## src/rtl/raid5_stripe_writer.sv

```systemverilog
`default_nettype none
// ============================================================================
// Module   : raid5_stripe_writer
// Brief    : Writes one RAID5 stripe across three SD card ports. Each word
//            pair from the SRAM buffers goes out with its XOR parity, one
//            card at a time, and the parity card rotates after each stripe.
// Revision : 1.0 - initial release
// ============================================================================
module raid5_stripe_writer #(
    parameter int BLOCK_WORDS = 128
) (
    input  logic        clk,
    input  logic        rst,
    input  logic        start,
    input  logic        sram1_valid,
    input  logic        sram2_valid,
    input  logic [31:0] sram1_data,
    input  logic [31:0] sram2_data,
    output logic        sram_pop,
    input  logic        sd_ready,
    output logic        sd_valid,
    output logic [1:0]  selectid,
    output logic [1:0]  parity_id,
    output logic [1:0]  sram1sd,
    output logic [1:0]  sram2sd,
    output logic [31:0] sram1_word,
    output logic [31:0] sram2_word,
    output logic [31:0] parity,
    output logic        busy,
    output logic        stripe_done
);

    localparam int                 c_CNT_W     = $clog2(BLOCK_WORDS + 1);
    localparam logic [c_CNT_W-1:0] c_LAST_WORD = c_CNT_W'(BLOCK_WORDS - 1);
    localparam logic [1:0]         c_LAST_CARD = 2'd2;

    typedef enum logic [1:0] {
        ST_IDLE  = 2'd0,
        ST_FETCH = 2'd1,
        ST_SEND  = 2'd2,
        ST_DONE  = 2'd3
    } state_t;

    state_t             r_state;
    logic [c_CNT_W-1:0] r_word_cnt;
    logic [1:0]         r_selectid;
    logic [1:0]         r_parity_id;
    logic [31:0]        r_sram1_word;
    logic [31:0]        r_sram2_word;
    logic [31:0]        r_parity;
    logic               r_sd_valid;
    logic               r_busy;
    logic               r_stripe_done;

    logic               w_pair_ready;
    logic [1:0]         w_sram1sd;
    logic [1:0]         w_sram2sd;

    // The pop has to coincide with the latching edge, so it cannot be registered.
    assign w_pair_ready = sram1_valid & sram2_valid;
    assign sram_pop     = (r_state == ST_FETCH) & w_pair_ready;

    always_comb begin
        w_sram1sd = 2'd1;
        w_sram2sd = 2'd2;
        case (r_parity_id)
            2'd0: begin
                w_sram1sd = 2'd1;
                w_sram2sd = 2'd2;
            end
            2'd1: begin
                w_sram1sd = 2'd2;
                w_sram2sd = 2'd0;
            end
            2'd2: begin
                w_sram1sd = 2'd0;
                w_sram2sd = 2'd1;
            end
            default: begin
                w_sram1sd = 2'd1;
                w_sram2sd = 2'd2;
            end
        endcase
    end

    always_ff @(posedge clk) begin
        if (rst) begin
            r_state       <= ST_IDLE;
            r_word_cnt    <= '0;
            r_selectid    <= 2'd0;
            r_parity_id   <= 2'd0;
            r_sram1_word  <= 32'd0;
            r_sram2_word  <= 32'd0;
            r_parity      <= 32'd0;
            r_sd_valid    <= 1'b0;
            r_busy        <= 1'b0;
            r_stripe_done <= 1'b0;
        end else begin
            case (r_state)
                ST_IDLE: begin
                    if (start) begin
                        r_state    <= ST_FETCH;
                        r_word_cnt <= '0;
                        r_selectid <= 2'd0;
                        r_busy     <= 1'b1;
                    end
                end
                ST_FETCH: begin
                    if (w_pair_ready) begin
                        r_sram1_word <= sram1_data;
                        r_sram2_word <= sram2_data;
                        r_parity     <= sram1_data ^ sram2_data;
                        r_selectid   <= 2'd0;
                        r_sd_valid   <= 1'b1;
                        r_state      <= ST_SEND;
                    end
                end
                ST_SEND: begin
                    if (sd_ready) begin
                        if (r_selectid != c_LAST_CARD) begin
                            r_selectid <= r_selectid + 2'd1;
                        end else if (r_word_cnt == c_LAST_WORD) begin
                            r_sd_valid    <= 1'b0;
                            r_stripe_done <= 1'b1;
                            r_state       <= ST_DONE;
                        end else begin
                            r_word_cnt <= r_word_cnt + c_CNT_W'(1);
                            r_sd_valid <= 1'b0;
                            r_state    <= ST_FETCH;
                        end
                    end
                end
                ST_DONE: begin
                    // Rotating only here keeps the card mapping fixed for a whole stripe.
                    r_parity_id   <= (r_parity_id == 2'd2) ? 2'd0 : r_parity_id + 2'd1;
                    r_stripe_done <= 1'b0;
                    r_busy        <= 1'b0;
                    r_state       <= ST_IDLE;
                end
                default: begin
                    r_state       <= ST_IDLE;
                    r_sd_valid    <= 1'b0;
                    r_busy        <= 1'b0;
                    r_stripe_done <= 1'b0;
                end
            endcase
        end
    end

    assign sd_valid    = r_sd_valid;
    assign selectid    = r_selectid;
    assign parity_id   = r_parity_id;
    assign sram1sd     = w_sram1sd;
    assign sram2sd     = w_sram2sd;
    assign sram1_word  = r_sram1_word;
    assign sram2_word  = r_sram2_word;
    assign parity      = r_parity;
    assign busy        = r_busy;
    assign stripe_done = r_stripe_done;

endmodule
`default_nettype wire

```

## config.mk

```make
export PLATFORM = sky130hd
export DESIGN_NAME = raid5_stripe_writer
export DESIGN_NICKNAME = d
export VERILOG_FILES = /design/src/rtl/raid5_stripe_writer.sv
export SDC_FILE = /design/constraint.sdc
export NUM_CORES = 1
export LEC_CHECK = 0
export BUFFER_PORTS_ARGS = -buffer_cell sky130_fd_sc_hd__buf_2
export CAP_MARGIN = 20
export CORE_MARGIN = 1.5
export CORE_UTILIZATION = 52
export DETAILED_ROUTE_END_ITERATION = 12
export GPL_TIMING_DRIVEN = 0
export PLACE_DENSITY = 0.85
export SLEW_MARGIN = 20
export SYNTH_ARGS = -nofsm -noshare
export SYNTH_HDL_FRONTEND = slang
export SYNTH_SLANG_ARGS = --single-unit
```

## constraint.sdc

```tcl
create_clock -name clk -period 4.6 [get_ports clk]
set_input_delay 0.69 -clock clk [delete_from_list [all_inputs] [get_ports clk]]
set_output_delay 0.69 -clock clk [all_outputs]
set_load 0.02 [all_outputs]
```

==> results.toml <==
[clock_network]
htree_levels = 4
cts_tree = "yes"
clk_latency_ps = 520
cts_made_buffers = 17
clk_path_buf_depth = 2
cts_resized = 0
path_clk_slew_ps = 50
cts_hold_buffers = 0
cts-root-buf = "clkbuf_8"
post_cts_buffers = 0
cts_sinks = 113

[final_layout]
layout-drive-gt1-share_pct = 31.1
num_antenna_cells = 0
fillCellCount = 634
nets = 804
final_cell_area_sq_um = 6110
syn_to_final_growth_pct = 36.7
fin_util_pct = 74.0
fin_cells = 845

[synth]
ys_seq_elements = 113
synth_common_cells = "nand2_1, dfxtp_1, a21oi_1, nor2_1"
synth_top_area_cell = "dfxtp_1"
synthXorXnorAreaFrac_pct = 6.27
synth_nets = 609
synthCells = 534
synth_warnings = 0
netlist_top_cells_area = "dfxtp_1, nand2_1, a21oi_1, xnor2_1, a211oi_1"
syn_area_sq_um = 4470
synth_compound_area_share_pct = 17.3
synth_cell_types = 38
synth_top_area_share_pct = 50.6
synth_mux_area_share_pct = 0
ys_seq_area_share_pct = 50.6
synth_simple_gate_area_share_pct = 19.7
avgSynthCellArea_sq_um = 8.37
synth-async-reset-ratio_pct = 0
yosys.area_share.adder_pct = 1.40
synth_edf_count = 0
synth_top_family_by_area = "simple AND/OR/NAND/NOR gates"
synthFlopType = "dfxtp_1"
yosysMostFrequentCell = "nand2_1"

[timing]
fin_crit_sh_pct = 57.9
rsz0062_at_grt = "no"
finalWorstSetupSlack_ps = 1940
setup-tns-final_ps = 0
setup_viol = 0
slew_viol_final = 0
clock_skew_ps = 5.37
relSlewSlack_pct = 58.3
tightest_slew_ps = 626
hold_viol_final = 0
max_freq_mhz = 376
min_period_ps = 2660

[global_routing]
first_global_vias = 4288
grt_usage_pct = 30.8
grt_overflow = 0
grt_max_degree = 17
grt_antenna_before_repair = 0
grt_first_pass_wirelength_microns = 21100

[floorplan]
die_area_sq_um = 9160
die_w_microns = 95.7
fp.coreArea_sq_um = 8260
fp.dieH_microns = 95.7
initial_core_util_pct = 54.1
ios = 178
row_count = 33

[worst_setup_path]
cp_slowest_cell = "dfxtp_1"
cp-end-kind = "output pin"
startpoint_type = "flip-flop"
cp_max_fo = 10
crit_type = "flip-flop to output pin"
worst-path-buf-inv = 4
cpPeakStageDelay_ps = 370
crit_arrival_ps = 1970
cp_cell_sequence = "nor2b_4 > nand3_1 > inv_2 > buf_4 > buf_2 > buf_2"
crit_family = "buffers and inverters"
cp_common_cell = "buf_2"
cp.required_ps = 3910

[drt]
avgRoutedWirePerCell_microns = 16.3
vias = 4658
finalWirelength_microns = 13800
vias_per_cell = 5.51
drc = 0
drtAntennaViolNets = 0
firstDrtPassIters = 5
drtIter0Drc = 251

[status]
status = "completed"

[power_and_ir_drop]
peakVddDrop_v = 0.000266
leakage_nw = 2.65
power_per_cell_area_nw_per_um2 = 435

[placed_design]
place.gp.congestion = 0.915
post-place-ws_ps = 2270
dp.cells = 815
dpl.hpwl_microns = 9930
port_buffers = 176
placed_cell_area_sq_um = 5480

[min_path]
hp-class = "input port to flip-flop"

[run]
maxCapViolCount = 0
==> metrics by stage <==
step                      power [W]  hold slack [ps]
final                       0.00265              424
after global routing        0.00273              420
after CTS                   0.00265              416
after detailed placement    0.00128              443
after global placement      0.00127              439
after floorplan             0.00118              466
==> cell families after synthesis <==
| kind of cell | after synthesis |
|---|---|
| flops | 113 |
| buf+inv | 45 |
| xor+xnor | 32 |
| fa+ha+maj | 5 |
| simple gates | 211 |
| compound gates | 128 |
==> tightest hold or removal path, cell delays in order <==
cell and delay (ps):
buf_2 110, nand2_1 50, a21oi_1 50
==> final timing paths <==
path,startpoint,endpoint,slack (ps),cells after the start
worst max register to register,selectid[0],r_word_cnt[3],2820,6
worst min register to register,sram2_word[25],sram2_word[25],450,2
worst min-delay path,sram2_data[18],sram2_word[18],420,3
worst max-delay path,r_state[0],sram_pop,1940,6
==> area by class of cell <==
type	count	area (sq um)	area share, %
multi-input cells	376	2000	32.7
well taps	105	131	2.15
flip-flops and latches	113	2260	37.0
repair buffers	176	881	14.4
inverters	7	26.3	0.430
clock inverters	4	120	1.97
clock buffers	26	508	8.32
plain buffers	38	184	3.01
==> metal layers <==
metal | GRT usage, % | up-vias | part of all wire (%)
met2 | 49.9 | 239 | 49
met4 | 13.6 | 0 | 4.0
li1 | - | 2200 | -
met1 | 36.6 | 2172 | 39
met3 | 11.1 | 47 | 7.6
met5 | 0 | - | 0
==> state kept, by name (all words and copies together), names as in the netlist, 2 cells and up <==
register    cells
parity         32
parity_id       2
r_state         2
r_word_cnt      8
selectid        2
sram1_word     32
sram2_word     32
==> cell usage in the layout (no fill, tap or decap), types with 2 or more instances in the layout <==
master	n
buf_2	194
nand2_1	140
dfxtp_1	113
a21oi_1	73
nor2_1	41
xnor2_1	32
a211oi_1	32
clkbuf_1	17
clkbuf_16	16
nand3_1	8
o21ai_0	7
clkbuf_8	7
inv_1	6
buf_4	5
ha_1	5
nor3_1	4
bufinv_16	4
a31oi_1	3
o31ai_1	3
nand2b_1	2
nor3b_1	2
nand4_1	2
a41oi_1	2
nand3b_1	2
nor2b_1	2
o311ai_0	2
or4_1	2
==> where the power goes <==
part           switching (W)  internal [W]  total (W)
Sequential         0.0000160       0.00101    0.00102
Combinational       0.000150     0.0000912   0.000242
Clock               0.000428      0.000961    0.00139
(Power assumes the default switching activity.)
